File: config.mk
export PLATFORM = sky130hd
export DESIGN_NAME = fetch_sequencer_flat
export DESIGN_NICKNAME = d
export VERILOG_FILES = /design/src/rtl/fetch_sequencer_if.sv /design/src/rtl/fetch_sequencer.sv /design/src/flat_wrapper.sv
export SDC_FILE = /design/constraint.sdc
export NUM_CORES = 1
export LEC_CHECK = 0
export CAP_MARGIN = 20
export CORE_UTILIZATION = 47
export DETAILED_ROUTE_END_ITERATION = 10
export PLACE_DENSITY_LB_ADDON = 0.3
export SLEW_MARGIN = 10
export SYNTH_ARGS = -nofsm -noshare
export SYNTH_HDL_FRONTEND = slang
export SYNTH_SLANG_ARGS = --single-unit
File: constraint.sdc
create_clock -name clk -period 2.1 [get_ports clk]
set_clock_uncertainty 0.15 [all_clocks]
set_input_delay 0.42 -clock clk [delete_from_list [all_inputs] [get_ports clk]]
set_output_delay 0.42 -clock clk [all_outputs]
set_load 0.005 [all_outputs]
File: src/rtl/fetch_sequencer_if.sv
// Bundle of run/handshake inputs and fetch strobes between the sequencer and the datapath.
// master is the sequencer side; slave is the datapath/RAM/execute side.
interface fetch_sequencer_if #(
    parameter int CNT_W = 16
);
    logic             run;
    logic             MOC;
    logic             exec_done;
    logic             clear_fault;
    logic             MARld;
    logic             mem_rd;
    logic             IRld;
    logic             exec_start;
    logic             PCld;
    logic             nPCld;
    logic             mem_fault;
    logic [CNT_W-1:0] instr_count;
    logic [2:0]       state;

    // Handshakes are level/pulse based: MOC and exec_done are only looked at
    // in READ and EXEC respectively; every strobe is a Moore decode of state.
    modport master (
        input  run, MOC, exec_done, clear_fault,
        output MARld, mem_rd, IRld, exec_start, PCld, nPCld, mem_fault,
        output instr_count, state
    );

    modport slave (
        output run, MOC, exec_done, clear_fault,
        input  MARld, mem_rd, IRld, exec_start, PCld, nPCld, mem_fault,
        input  instr_count, state
    );
endinterface

File: src/rtl/fetch_sequencer.sv
// Instruction fetch control FSM: ADDR -> READ -> LOAD -> EXEC -> UPDATE,
// with a RAM timeout that parks the FSM in FAULT until clear_fault.
module fetch_sequencer #(
    parameter int MAX_WAIT = 15,
    parameter int CNT_W    = 16
) (
    input logic               clk,
    input logic               rst_n,
    fetch_sequencer_if.master bus
);
    localparam int WAIT_W = $clog2(MAX_WAIT + 1);
    localparam logic [WAIT_W-1:0] WAIT_LIMIT = WAIT_W'(MAX_WAIT - 1);

    typedef enum logic [2:0] {
        S_IDLE   = 3'd0,
        S_ADDR   = 3'd1,
        S_READ   = 3'd2,
        S_LOAD   = 3'd3,
        S_EXEC   = 3'd4,
        S_UPDATE = 3'd5,
        S_FAULT  = 3'd6
    } state_t;

    state_t            state_q;
    state_t            state_d;
    logic [WAIT_W-1:0] wait_cnt;
    logic [CNT_W-1:0]  instr_count;
    logic              exec_first;

    always_ff @(posedge clk or negedge rst_n) begin
        if (!rst_n) begin
            state_q     <= S_IDLE;
            wait_cnt    <= '0;
            instr_count <= '0;
            exec_first  <= 1'b0;
        end else begin
            state_q    <= state_d;
            // Marks the first EXEC cycle so exec_start stays a single pulse.
            exec_first <= (state_q == S_LOAD);
            if (state_q == S_ADDR) begin
                wait_cnt <= '0;
            end else if (state_q == S_READ) begin
                wait_cnt <= wait_cnt + 1'b1;
            end
            if (state_q == S_UPDATE) begin
                instr_count <= instr_count + 1'b1;
            end
        end
    end

    always_comb begin
        state_d = state_q;
        case (state_q)
            S_IDLE:   if (bus.run) state_d = S_ADDR;
            S_ADDR:   state_d = S_READ;
            S_READ: begin
                // MOC wins over a timeout landing in the same cycle.
                if (bus.MOC) begin
                    state_d = S_LOAD;
                end else if (wait_cnt == WAIT_LIMIT) begin
                    state_d = S_FAULT;
                end
            end
            S_LOAD:   state_d = S_EXEC;
            S_EXEC:   if (bus.exec_done) state_d = S_UPDATE;
            S_UPDATE: state_d = bus.run ? S_ADDR : S_IDLE;
            S_FAULT:  if (bus.clear_fault) state_d = S_IDLE;
            default:  state_d = S_IDLE;
        endcase
    end

    always_comb begin
        bus.MARld      = 1'b0;
        bus.mem_rd     = 1'b0;
        bus.IRld       = 1'b0;
        bus.exec_start = 1'b0;
        bus.PCld       = 1'b0;
        bus.nPCld      = 1'b0;
        bus.mem_fault  = 1'b0;
        case (state_q)
            S_ADDR:   bus.MARld      = 1'b1;
            S_READ:   bus.mem_rd     = 1'b1;
            S_LOAD:   bus.IRld       = 1'b1;
            S_EXEC:   bus.exec_start = exec_first;
            S_UPDATE: begin
                bus.PCld  = 1'b1;
                bus.nPCld = 1'b1;
            end
            S_FAULT:  bus.mem_fault  = 1'b1;
            default:  ;
        endcase
    end

    assign bus.instr_count = instr_count;
    assign bus.state       = state_q;
endmodule

File: src/flat_wrapper.sv
// flat-port wrapper written by rule: the top's interface ports become plain ports
module fetch_sequencer_flat 
#(
    parameter int MAX_WAIT = 15,
    parameter int CNT_W    = 16
)
  (clk, rst_n, bus_run, bus_MOC, bus_exec_done, bus_clear_fault, bus_MARld, bus_mem_rd, bus_IRld, bus_exec_start, bus_PCld, bus_nPCld, bus_mem_fault, bus_instr_count, bus_state);
  fetch_sequencer_if #(.CNT_W(CNT_W)) bus_i ();
  input logic clk;
  input logic rst_n;
  input wire logic [$bits(bus_i.run)-1:0] bus_run;
  input wire logic [$bits(bus_i.MOC)-1:0] bus_MOC;
  input wire logic [$bits(bus_i.exec_done)-1:0] bus_exec_done;
  input wire logic [$bits(bus_i.clear_fault)-1:0] bus_clear_fault;
  output wire logic [$bits(bus_i.MARld)-1:0] bus_MARld;
  output wire logic [$bits(bus_i.mem_rd)-1:0] bus_mem_rd;
  output wire logic [$bits(bus_i.IRld)-1:0] bus_IRld;
  output wire logic [$bits(bus_i.exec_start)-1:0] bus_exec_start;
  output wire logic [$bits(bus_i.PCld)-1:0] bus_PCld;
  output wire logic [$bits(bus_i.nPCld)-1:0] bus_nPCld;
  output wire logic [$bits(bus_i.mem_fault)-1:0] bus_mem_fault;
  output wire logic [$bits(bus_i.instr_count)-1:0] bus_instr_count;
  output wire logic [$bits(bus_i.state)-1:0] bus_state;
  assign bus_i.run = bus_run;
  assign bus_i.MOC = bus_MOC;
  assign bus_i.exec_done = bus_exec_done;
  assign bus_i.clear_fault = bus_clear_fault;
  assign bus_MARld = bus_i.MARld;
  assign bus_mem_rd = bus_i.mem_rd;
  assign bus_IRld = bus_i.IRld;
  assign bus_exec_start = bus_i.exec_start;
  assign bus_PCld = bus_i.PCld;
  assign bus_nPCld = bus_i.nPCld;
  assign bus_mem_fault = bus_i.mem_fault;
  assign bus_instr_count = bus_i.instr_count;
  assign bus_state = bus_i.state;
  fetch_sequencer #(.MAX_WAIT(MAX_WAIT), .CNT_W(CNT_W)) u_core (.clk(clk), .rst_n(rst_n), .bus(bus_i));
endmodule
* After elaboration in Yosys (flattened, before gate mapping)
Cells that the tools add are included.
** Storage, ports and cells
- Bits of input ports :: 6
- Word-level logic and storage cells :: 35
- Flip-flop bits (word level) :: 24
- Output and inout bits :: 26
** Cells by class
- $add $sub $neg :: 2
- Eq/ne operators :: 11
- Reductions and logical operators :: 3
- Muxes and demuxes :: 15
** Operators with widths (count)
- case mux 3 bit (7 select lines) :: 1
- adder 16 x 1 -> 16 bit (second input constant) :: 1
- 2-to-1 mux 3 bit :: 5
- == test 3 bit (second input constant) :: 3
- 2-to-1 mux 4 bit :: 2
- 2-to-1 mux 1 bit :: 7
- == test 3 x 2 -> 1 bit (second input constant) :: 2
- inequality test 2 bit (second input constant) :: 3
- adder 4 x 1 -> 4 bit (second input constant) :: 1
- == test 4 bit (second input constant) :: 1
- AND reduction 4 bit :: 1
- == test 3 x 1 -> 1 bit (second input constant) :: 1
- zero test 3 bit :: 1
- inequality test 3 bit (second input constant) :: 1
- nonzero test 2 bit :: 1

* Logic depth before layout (Yosys ltp)
- Depth in word-level cells :: 4
- Depth in mapped cells :: 5
- Depth with buffers taken out :: 5

* Worst setup path after synthesis
OpenSTA, ideal clock, no wires.
- Kind :: reg-to-output
- Start :: register u_core.state_q[0] (netlist: u_core.bus.state[0])
- End :: output bus_exec_start
- Buffers on the path :: 2
- Setup slack :: 0.474 ns
- Arrival time :: 1.056 ns
- Cell stages (with the launch flop) :: 5
- Cell sequence :: dfrtp_1 -> buf_2 -> clkbuf_1 -> nor2_1 -> and3_1
** On the way
- Word-level cells in the longest chain between the ends :: 2
** RTL lines
- from (decl) :: RTL line fetch_sequencer.sv:24 : state_t state_q;
- from (signal assigned) :: RTL line fetch_sequencer.sv:37 : state_q <= state_d;
- == test 3 bit :: RTL line fetch_sequencer.sv:80 : case (state_q)
- 2-to-1 mux 1 bit :: RTL line fetch_sequencer.sv:80
- to (decl) :: RTL line flat_wrapper.sv:18 : output wire logic [$bits(bus_i.exec_start)-1:0] bus_exec_start;
Every way passes these cells.

* Final worst setup path
- Start :: register u_core.state_q[2] (netlist: u_core.bus.state[2])
- End :: output bus_state[2]
** RTL lines
- to (decl) :: RTL line flat_wrapper.sv:23 : output wire logic [$bits(bus_i.state)-1:0] bus_state;
No word-level cell between the ends.

==> metrics.md <==
| Metric | Value |
|---|---|
| Critical Path Source Type | flop |
| Max Freq | 493.0 MHz |
| CP max stage cell | clkdlybuf4s50_1 |
| Pint | 1068 uW |
| Synth cell types | 27 |
| Number of global-route vias before repair | 1095 |
| Pin count of the biggest net entering global routing | 25 |
| Htree depth | 1 |
| Hold Vio Cnt, Final | 0 |
| Max Slew Vio Count | 0 |
| Gate power share | 0.457 |
| Max Cap Violations | 0 |
| Final setup fails | 0 |
| Cell count after synthesis | 116 |
| Slowest cell delay on critical path | 0.51 ns |
| Reg clk slew, reported paths | 0.13 ns |
| Area grow syn2layout | 44.29% |
| CTS Root Cell | clkbuf_4 |
| Crit Path Max Fanout | 7 |
| First-pass GRT wire length | 4.940 mm |
| Vias per inst | 5.695 |
| Initial antenna violation count | 0 |
| PortBufs | 31 |
| Required @ worst endpoint | 1.53 ns |
| Critical path class | flop to output port |
| Sequential area share after synthesis | 0.5026 |
| Fin crit share | 0.9659 |
| Gr ovfl total | 0 |
| CP Capture Type | output port |
| DR WL/cell | 16.18 um |
| Layout cells sized above 1 | 0.2099 |
| Synthesized Nets | 125 |
| Met3 routed WL | 150 um |
| Critical path arrival | 1.46 ns |
| Drt pass-1 iters | 4 |
| Setup TNS Final | 0 ns |
| Worst VDD drop | 1062 uV |
| #FFs+latches synth | 24 |
| EDFF count, synth | 0 |
| Synth Cell Area | 1195 um^2 |
| Static leakage | 0.0008766 uW |
| Core Area | 2297 um^2 |
| Worst Path Buf+Inv | 2 |
| Vias after detailed routing | 1082 |
| GRT Util Overall | 0.2505 |
| Max clock buf depth | 2 |
| Most common cell after layout, fill and taps aside | clkdlybuf4s50_1 |
| I/O Pins | 32 |
| Total Nets Final | 172 |
| # diodes | 0 |
| Die height | 52.42 um |
| Pwr dens | 985.9 nW/um^2 |
| Yosys top cell area share | 0.5026 |
| Drt drc | 0 |
| Top cells by area, synth | dfrtp_1 50%, xnor2_1 8.1%, o21ai_0 4.2%, nand2_1 4.1%, ha_1 3.1% |
| Starting Density | 0.5202 |
| Area leader, netlist | dfrtp_1 |
| Syn. warnings | 0 |
| DP Wirelength | 1.941 mm |
| Async set-reset flop share out of synthesis | 1.000 |
| RSZ-0062 raised after global routing | false |
| Final Util | 0.7505 |
| GPL Wtd Cong | 0.8172 |
| Met2 Wirelength | 1.577 mm |
| Worst-path cell chain | buf_4 -> clkdlybuf4s50_1 |
| WL met1 | 1.248 mm |
| Sw Share | 0.3719 |
| Most frequent cells in the layout | 23 x clkdlybuf4s50_1, 21 x dfrtp_1, 13 x nand2_1, 13 x buf_4, 11 x xnor2_1 |
| Min Tclk post-route | 2.028 ns |
| TritonCTS Sinks | 24 |
| Clock Latency Late Sink | 0.31 ns |
| Num CTS Buffers | 3 |
| Full die area | 2748 um^2 |
| Hold WC Path Type | primary input to asynchronous set/reset pin |
| Die X | 52.42 um |
| Relative slew margins | 0.7603 |
| Post-detailed-route count of antenna-violating nets | 0 |
| Fillers | 175 |
| Core Rows | 17 |
| Commonest register cell after synthesis | dfrtp_1 |
| Top sig layer | met4 |
| # hold bufs at CTS | 0 |
| Part of the power in registers | 0.398 |
| Initial DRC count | 21 |
| CTS tree | yes |
| Family with the most delay on the worst path | buffers and inverters |
| Outcome | completed |
| Routed wire length | 3.074 mm |
| Psw | 632.2 uW |
| Least-Margin Pin Slew | 0.3581 ns |
| Synth Area per Inst | 10.30 um^2 |
| Clock power frac | 0.145 |
[worst reg2reg max path, cell delays in order (launching register included)]
cell	delay, ns
dfrtp_2	0.47
buf_6	0.13
buf_6	0.09
nand3b_4	0.08
buf_4	0.18
nor4b_4	0.41
nand3_1	0.15
xnor2_1	0.15
[path summary, 6_finish.rpt]
path | startpoint | to | slack, ns | cells after the start
min | rst_n | u_core.bus.instr_count[6] | 0.30 | 2
max | u_core.bus.state[2] | bus_state[2] | 0.07 | 2
max reg2reg | u_core.bus.state[0] | u_core.bus.instr_count[13] | 0.20 | 7
max in group asynchronous | rst_n | u_core.bus.state[2] | 1.25 | 2
min reg2reg | u_core.bus.instr_count[15] | u_core.bus.instr_count[15] | 0.33 | 1
min in group clk | u_core.bus.instr_count[15] | u_core.bus.instr_count[15] | 0.33 | 1
[final cells by class]
class / count / area, um^2 / area share
Inverter: 4 / 18.77 / 0.01089
Multi-Input combinational cell: 83 / 586.8 / 0.3403
Timing Repair Buffer: 47 / 442.9 / 0.2569
Tap cell: 28 / 35.03 / 0.02032
Sequential cell: 24 / 604.3 / 0.3505
Clock buffer: 4 / 36.28 / 0.02105
[power by group through the flow]
stage | logic [uW] | registers, uW | clock network (uW)
finish | 777 | 677 | 246
global route | 844 | 687 | 268
CTS | 710 | 654 | 252
detailed placement | 592 | 667 | 0
global placement | 574 | 659 | 0
floorplan | 311 | 631 | 0
[layer usage]
layer,vias up,global-route usage
li1,497,-
met1,537,0.2948
met2,38,0.4451
met3,10,0.04638
met4,0,0.09649
met5,-,0
[per-stage QoR]
stage	setup slack, ns	instance area (um^2)	cells	hold slack [ns]	total power, uW
2_1_floorplan	0.4741	1195	116	-0.02559	941.6
3_3_place_gp	0.1734	1580	179	0.3105	1232
3_5_place_dp	0.1347	1580	179	0.3212	1259
4_1_cts	-0.09391	1693	190	0.3078	1616
5_1_grt	0.02461	1724	190	0.3144	1800
6_report	0.07162	1724	190	0.2975	1700
[synthesized netlist by cell type (all sizes together) (2+ instances only)]
cell / count
and3: 5
xnor2: 11
mux2i: 2
dfrtp: 24
nor4b: 2
clkbuf: 2
nand2: 13
a21oi: 6
nand4: 2
o21ai: 11
inv: 3
xor2: 4
nand3: 7
buf: 3
nor2: 4
nor3: 7
ha: 3
[state kept, by name (all words and copies together) (netlist names)]
name,cells
u_core.bus.instr_count,16
u_core.wait_cnt,4
u_core.bus.state,3
u_core.exec_first,1
[logic make-up (layout without fill, tap and decap cells)]
family,Yosys count,after routing,share of synthesized area
adder cells (fa/ha/maj),3,3,0.03142
buffers and inverters,9,55,0.03559
multiplexers,2,2,0.01675
XOR/XNOR,15,15,0.1099
flip-flops,24,24,0.5026
AO/OA/AOI/OAI,19,19,0.08482
AND/OR/NAND/NOR,44,44,0.2188
[what timing repair did]
| action | 4_1_cts | 5_1_grt |
|---|---|---|
| buffers inserted | 7 | 0 |
| gates resized for setup | 15 | 12 |
| setup endpoints to repair | 8 | 5 |
No activity file was read; power rests on OpenSTA's default activity.
